==> src/rtl/openframe_gpio_cfg_pkg.sv <==
// Shared types and constants for the openframe GPIO configuration loader.
// Defines the pad word layout, its reset value and the loader FSM state encoding.
package openframe_gpio_cfg_pkg;

  localparam int unsigned CFG_W = 13;

  // Bit positions of each field inside one pad word
  localparam int unsigned DM_LSB      = 10;
  localparam int unsigned OEB_BIT     = 9;
  localparam int unsigned IEB_BIT     = 8;
  localparam int unsigned IB_MODE_BIT = 7;
  localparam int unsigned VTRIP_BIT   = 6;
  localparam int unsigned SLOW_BIT    = 5;
  localparam int unsigned AN_EN_BIT   = 4;
  localparam int unsigned AN_SEL_BIT  = 3;
  localparam int unsigned AN_POL_BIT  = 2;
  localparam int unsigned HOLD_BIT    = 1;
  localparam int unsigned INP_DIS_BIT = 0;

  localparam logic [CFG_W-1:0] CFG_RESET = 13'b001_1_0000_00000;

  typedef enum logic {
    ST_IDLE   = 1'b0,
    ST_COMMIT = 1'b1
  } cfg_state_e;

endpackage

==> src/rtl/openframe_gpio_cfg_slot.sv <==
// Active configuration register for one pad; loads the shadow word on commit
// and fans the fields out to the individual pad control bits.
module openframe_gpio_cfg_slot
  import openframe_gpio_cfg_pkg::*;
(
  input  logic             clk,
  input  logic             resetb,
  input  logic             load,
  input  logic [CFG_W-1:0] d,
  output logic             dm2,
  output logic             dm1,
  output logic             dm0,
  output logic             oeb,
  output logic             ieb,
  output logic             ib_mode_sel,
  output logic             vtrip_sel,
  output logic             slow_sel,
  output logic             analog_en,
  output logic             analog_sel,
  output logic             analog_pol,
  output logic             holdover,
  output logic             inp_dis
);

  logic [CFG_W-1:0] q;

  always_ff @(posedge clk or negedge resetb) begin
    if (!resetb) begin
      q <= CFG_RESET;
    end else if (load) begin
      q <= d;
    end
  end

  assign dm2         = q[DM_LSB+2];
  assign dm1         = q[DM_LSB+1];
  assign dm0         = q[DM_LSB];
  assign oeb         = q[OEB_BIT];
  assign ieb         = q[IEB_BIT];
  assign ib_mode_sel = q[IB_MODE_BIT];
  assign vtrip_sel   = q[VTRIP_BIT];
  assign slow_sel    = q[SLOW_BIT];
  assign analog_en   = q[AN_EN_BIT];
  assign analog_sel  = q[AN_SEL_BIT];
  assign analog_pol  = q[AN_POL_BIT];
  assign holdover    = q[HOLD_BIT];
  assign inp_dis     = q[INP_DIS_BIT];

endmodule

==> src/rtl/openframe_gpio_cfg_loader.sv <==
// Serial configuration loader for the openframe pad ring: shadow shift chain,
// bit counter and commit FSM. Optional readback capture under GPIO_CFG_READBACK_EN.
module openframe_gpio_cfg_loader
  import openframe_gpio_cfg_pkg::*;
#(
  parameter int unsigned NUM_PADS = 44
) (
  input  logic                clk,
  input  logic                resetb,
  input  logic                ser_data,
  input  logic                ser_shift,
  input  logic                ser_load,
`ifdef GPIO_CFG_READBACK_EN
  input  logic                ser_capture,
`endif
  output logic                ser_out,
  output logic                busy,
  output logic                cfg_done,
  output logic                cfg_err,
  output logic [NUM_PADS-1:0] gpio_dm2,
  output logic [NUM_PADS-1:0] gpio_dm1,
  output logic [NUM_PADS-1:0] gpio_dm0,
  output logic [NUM_PADS-1:0] gpio_oeb,
  output logic [NUM_PADS-1:0] gpio_ieb,
  output logic [NUM_PADS-1:0] gpio_ib_mode_sel,
  output logic [NUM_PADS-1:0] gpio_vtrip_sel,
  output logic [NUM_PADS-1:0] gpio_slow_sel,
  output logic [NUM_PADS-1:0] gpio_analog_en,
  output logic [NUM_PADS-1:0] gpio_analog_sel,
  output logic [NUM_PADS-1:0] gpio_analog_pol,
  output logic [NUM_PADS-1:0] gpio_holdover,
  output logic [NUM_PADS-1:0] gpio_inp_dis
);

  localparam int unsigned TOTAL = NUM_PADS * CFG_W;
  localparam int unsigned CNT_W = $clog2(TOTAL + 2);
  localparam logic [CNT_W-1:0] CNT_FULL = CNT_W'(TOTAL);
  localparam logic [CNT_W-1:0] CNT_OVF  = CNT_W'(TOTAL + 1);

  cfg_state_e       state;
  logic [TOTAL-1:0] sr;
  logic [CNT_W-1:0] bit_cnt;
  logic             commit_c;

  assign commit_c = (state == ST_COMMIT);
  assign ser_out  = sr[TOTAL-1];

`ifdef GPIO_CFG_READBACK_EN
  // Live configuration reassembled in chain order for parallel capture
  logic [TOTAL-1:0] act_cfg;
  always_comb begin
    act_cfg = '0;
    for (int p = 0; p < int'(NUM_PADS); p++) begin
      act_cfg[p*CFG_W +: CFG_W] = {gpio_dm2[p], gpio_dm1[p], gpio_dm0[p], gpio_oeb[p],
                                   gpio_ieb[p], gpio_ib_mode_sel[p], gpio_vtrip_sel[p],
                                   gpio_slow_sel[p], gpio_analog_en[p], gpio_analog_sel[p],
                                   gpio_analog_pol[p], gpio_holdover[p], gpio_inp_dis[p]};
    end
  end
`endif

  // Chain, counter and commit FSM; load has priority over capture and shift
  always_ff @(posedge clk or negedge resetb) begin
    if (!resetb) begin
      state    <= ST_IDLE;
      sr       <= '0;
      bit_cnt  <= '0;
      busy     <= 1'b0;
      cfg_done <= 1'b0;
      cfg_err  <= 1'b0;
    end else begin
      cfg_done <= 1'b0;
      case (state)
        ST_IDLE: begin
          if (ser_load) begin
            if (bit_cnt == CNT_FULL) begin
              state <= ST_COMMIT;
              busy  <= 1'b1;
            end else begin
              cfg_err <= 1'b1;
              bit_cnt <= '0;
            end
`ifdef GPIO_CFG_READBACK_EN
          end else if (ser_capture) begin
            sr      <= act_cfg;
            bit_cnt <= '0;
`endif
          end else if (ser_shift) begin
            sr <= {sr[TOTAL-2:0], ser_data};
            if (bit_cnt != CNT_OVF) begin
              bit_cnt <= bit_cnt + CNT_W'(1);
            end
          end
        end
        ST_COMMIT: begin
          state    <= ST_IDLE;
          busy     <= 1'b0;
          cfg_done <= 1'b1;
          cfg_err  <= 1'b0;
          bit_cnt  <= '0;
        end
        default: state <= ST_IDLE;
      endcase
    end
  end

  for (genvar p = 0; p < int'(NUM_PADS); p++) begin : g_slot
    openframe_gpio_cfg_slot u_slot (
      .clk         (clk),
      .resetb      (resetb),
      .load        (commit_c),
      .d           (sr[p*CFG_W +: CFG_W]),
      .dm2         (gpio_dm2[p]),
      .dm1         (gpio_dm1[p]),
      .dm0         (gpio_dm0[p]),
      .oeb         (gpio_oeb[p]),
      .ieb         (gpio_ieb[p]),
      .ib_mode_sel (gpio_ib_mode_sel[p]),
      .vtrip_sel   (gpio_vtrip_sel[p]),
      .slow_sel    (gpio_slow_sel[p]),
      .analog_en   (gpio_analog_en[p]),
      .analog_sel  (gpio_analog_sel[p]),
      .analog_pol  (gpio_analog_pol[p]),
      .holdover    (gpio_holdover[p]),
      .inp_dis     (gpio_inp_dis[p])
    );
  end

endmodule
==> config.mk <==
export PLATFORM = sky130hd
export DESIGN_NAME = openframe_gpio_cfg_loader
export DESIGN_NICKNAME = d
export VERILOG_FILES = /design/src/rtl/openframe_gpio_cfg_pkg.sv /design/src/rtl/openframe_gpio_cfg_slot.sv /design/src/rtl/openframe_gpio_cfg_loader.sv
export SDC_FILE = /design/constraint.sdc
export NUM_CORES = 2
export LEC_CHECK = 0
export CELL_PAD_IN_SITES_DETAIL_PLACEMENT = 2
export CELL_PAD_IN_SITES_GLOBAL_PLACEMENT = 2
export CORE_ASPECT_RATIO = 2
export CORE_UTILIZATION = 42
export CTS_BUF_LIST = sky130_fd_sc_hd__clkbuf_8
export DETAILED_ROUTE_END_ITERATION = 12
export PLACE_DENSITY_LB_ADDON = 0.12
export SYNTH_ARGS = -nofsm -noshare
export SYNTH_HDL_FRONTEND = slang
export SYNTH_SLANG_ARGS = --single-unit
export TNS_END_PERCENT = 30
==> constraint.sdc <==
create_clock -name clk -period 2.05 [get_ports clk]
set_input_delay 0.41 -clock clk [delete_from_list [all_inputs] [get_ports clk]]
set_output_delay 0.41 -clock clk [all_outputs]
set_load 0.005 [all_outputs]
==> results by group <==
Timing
  • Max Slew Vio Count: 0
  • Slew headroom: 60.5%
  • F_max: 0.510 GHz
  • Endpoints failing setup: 0
  • Worst Setup Slack, final: 90.6 ps
  • Clock Skews: 35.4 ps
  • Tcrit/Tclk final: 95.6%
  • Setup TNS: 0 ps
  • Tmin final: 1960 ps
  • Worst Tran Pin Value: 593 ps
  • RSZ-0062 raised after global routing: true
  • Final Hold Viols: 0

Power and ir drop
  • Sw Share: 23.1%
  • P_int: 33.1 mW
  • Combinational Power Share: 3.0%
  • Clock power share: 43.3%
  • Sw power: 9.97 mW
  • Cell area power density: 778 nW/um^2
  • Sequential share of power: 53.7%
  • Leak Pwr: 30.9 nW
  • Peak VDD IR: 0.567 mV

Critical path
  • Buffers & Inverters on Critical Path: 1
  • Startpoint type of the worst setup path: flip-flop
  • CP top delay family: flip-flops
  • Crit. End Element: output port
  • CP required: 1640 ps
  • Crit path kind: reg -> out
  • Worst stage delay on the critical path: 410 ps
  • Critical-path cell list: dlygate4sd2_1
  • CP max-delay cell: dfrtp_1
  • Crit path max fanout: 2
  • Worst path arrival time: 1550 ps

Detailed routing
  • DRC Markers: 0
  • Drt initial violations: 604
  • Via density: 4.86
  • Drt pass-1 iters: 4
  • WL final: 111 mm
  • Vias: 23800
  • Post-route ant nets: 0
  • WL/cell: 22.7 um

Yosys
  • Avg Cell Area, Syn: 15.6 um^2
  • Syn. warnings: 0
  • Top FF cell, synth: dfrtp_1
  • Net count of the mapped netlist: 3072
  • Netlist Area Pre-Place: 47600 um^2
  • EDFF count, synth: 0
  • Seq/Total Area, Yosys: 61.0%
  • Post-synth ARST share: 100%
  • Netlist cell types: 33
  • Synth Instances: 3064
  • Register bit total from synthesis: 1158

Global routing
  • GRT Residual Overflow: 0
  • Total global-route track usage: 20.0%
  • Initial antenna violation count: 1
  • Vias in the first global route: 28200
  • Global-route wire length before repair: 174 mm
  • Pin count of the biggest net entering global routing: 107

Place
  • Cells after DPL: 4543
  • Post-Place Setup Slack: -302 ps
  • Hpwl dp: 77.6 mm
  • Port Buffers: 580
  • RePlAce Congestion: 0.750

Flow run
  • MaxCap Viol Count: 0

Cells and area
  • Final non-filler cell total: 4898
  • Layout cells sized above 1: 52.1%
  • Final net count: 3265
  • Area of the multi-input gates: 13600 um^2
  • Filler instances: 10400
  • Area Overhead vs Synth: 16.3%
  • Sequential Area: 29100 um^2
  • Final Util: 49.3%

Clock network
  • CTS tree: done
  • Max H-tree Level: 4
  • Clock sinks: 1158
  • Clock Tree Buf Depth: 3
  • Root Buffer: clkbuf_8
  • Clk_lat worst skew: 870 ps
  • Cts bufs inserted: 167
  • Clock slew at reported path FFs: 70 ps

Floorplan
  • Die height: 478 um
  • Die W: 240 um
  • Initial Util: 42.4%
  • Io pins: 581
  • Row count: 174
  • Die area: 115000 um^2
  • Core footprint: 112000 um^2

Worst hold path
  • Worst Hold Class: in -> reg

Run status
  • Status: finished, final reports clean
-- repair_timing --
item,CTS,global route
buffers inserted,34,5
endpoints found under the setup margin,576,228
hold endpoints to repair,580,0
hold buffers,2,0
resized for setup,992,232
-- flip-flops by register name, indices dropped and copies added (netlist names) --
| register | flops |
|---|---|
| bit_cnt | 10 |
| busy | 1 |
| cfg_done | 1 |
| cfg_err | 1 |
| commit_c | 1 |
| g_slot.u_slot.q | 572 |
| sr | 572 |
-- worst paths after layout --
check / startpoint / endpoint / slack [ps] / depth (start not counted)
max: g_slot[16].u_slot.q[1] / gpio_holdover[16] / 90 / 1
min reg2reg: busy / busy / 480 / 1
min in group asynchronous: resetb / g_slot[39].u_slot.q[9] / 290 / 2
max reg2reg: bit_cnt[0] / bit_cnt[7] / 140 / 6
min: ser_data / sr[0] / 200 / 2
max in group asynchronous: resetb / g_slot[39].u_slot.q[8] / 990 / 3
-- cells by family after synthesis --
| kind of cell | synth area share (%) |
|---|---|
| mux | 27.7 |
| buf+inv | 10.5 |
| simple gates | 0.431 |
| fa+ha+maj | 0.0788 |
| compound gates | 0.268 |
| flops | 61.0 |
-- metal layers --
layer | GRT usage (%) | vias up | share of wire [%]
li1 | - | 10400 | -
met1 | 22.7 | 12600 | 38
met2 | 33.4 | 633 | 50
met3 | 8.66 | 179 | 9.8
met4 | 6.65 | 0 | 2.5
met5 | 0 | - | 0
-- power groups by stage --
stage / clock [mW] / sequential (mW) / combinational [mW]
2_1_floorplan: 0 / 23.5 / 0.552
3_3_place_gp: 0 / 23.5 / 1.28
3_5_place_dp: 0 / 23.6 / 1.33
4_1_cts: 19.6 / 23.1 / 1.34
5_1_grt: 20.3 / 23.2 / 1.42
6_report: 18.7 / 23.1 / 1.28
-- layout make-up --
cell class	instances	area share, %
Timing Repair Buffer	725	13.4
Clock inverter	104	1.03
Multi-Input combinational cell	1202	24.5
Sequential cell	1158	52.5
Antenna cell	1	0.00452
Clock buffer	209	5.19
Tap cell	1496	3.38
Inverter	3	0.0203
-- metrics by stage --
stage          hold WS, ps  power [mW]  instance area, um^2
2_1_floorplan          114        24.1                47600
6_report               196        43.1                55400
3_3_place_gp           324        24.8                51600
3_5_place_dp           330        24.9                51600
4_1_cts               83.2        44.1                54900
5_1_grt                144        44.9                55400
-- layout by cell type (no fill, tap or decap), types with 6 or more instances in the layout --
| master | n |
|---|---|
| and3_1 | 6 |
| inv_1 | 77 |
| dfstp_2 | 88 |
| nor2_1 | 7 |
| dlygate4sd2_1 | 86 |
| buf_4 | 113 |
| clkinv_2 | 13 |
| buf_2 | 58 |
| buf_12 | 38 |
| mux2_4 | 80 |
| clkdlybuf4s15_1 | 197 |
| mux2_2 | 1065 |
| inv_6 | 6 |
| dfrtp_1 | 1068 |
| clkbuf_8 | 209 |
| dlymetal6s2s_1 | 141 |
| clkdlybuf4s15_2 | 54 |
| a31oi_1 | 6 |
| buf_6 | 32 |
-- cell usage after synthesis, drive strengths merged, types with 2 or more instances --
cell / n / area (um^2)
and3: 6 / 37.5
o21ai: 3 / 15.0
clkbuf: 14 / 52.6
inv: 3 / 11.3
nand4: 2 / 12.5
a31oi: 6 / 37.5
nand3: 2 / 10.0
a21oi: 4 / 20.0
nand2: 5 / 18.8
a221o: 3 / 30.0
nor2: 7 / 26.3
buf: 687 / 4930
dfrtp: 1070 / 26800
dfstp: 88 / 2310
nor3: 2 / 10.0
ha: 3 / 37.5
and4: 2 / 17.5
mux2: 1145 / 13200
Power figures use the tool's default switching activity.
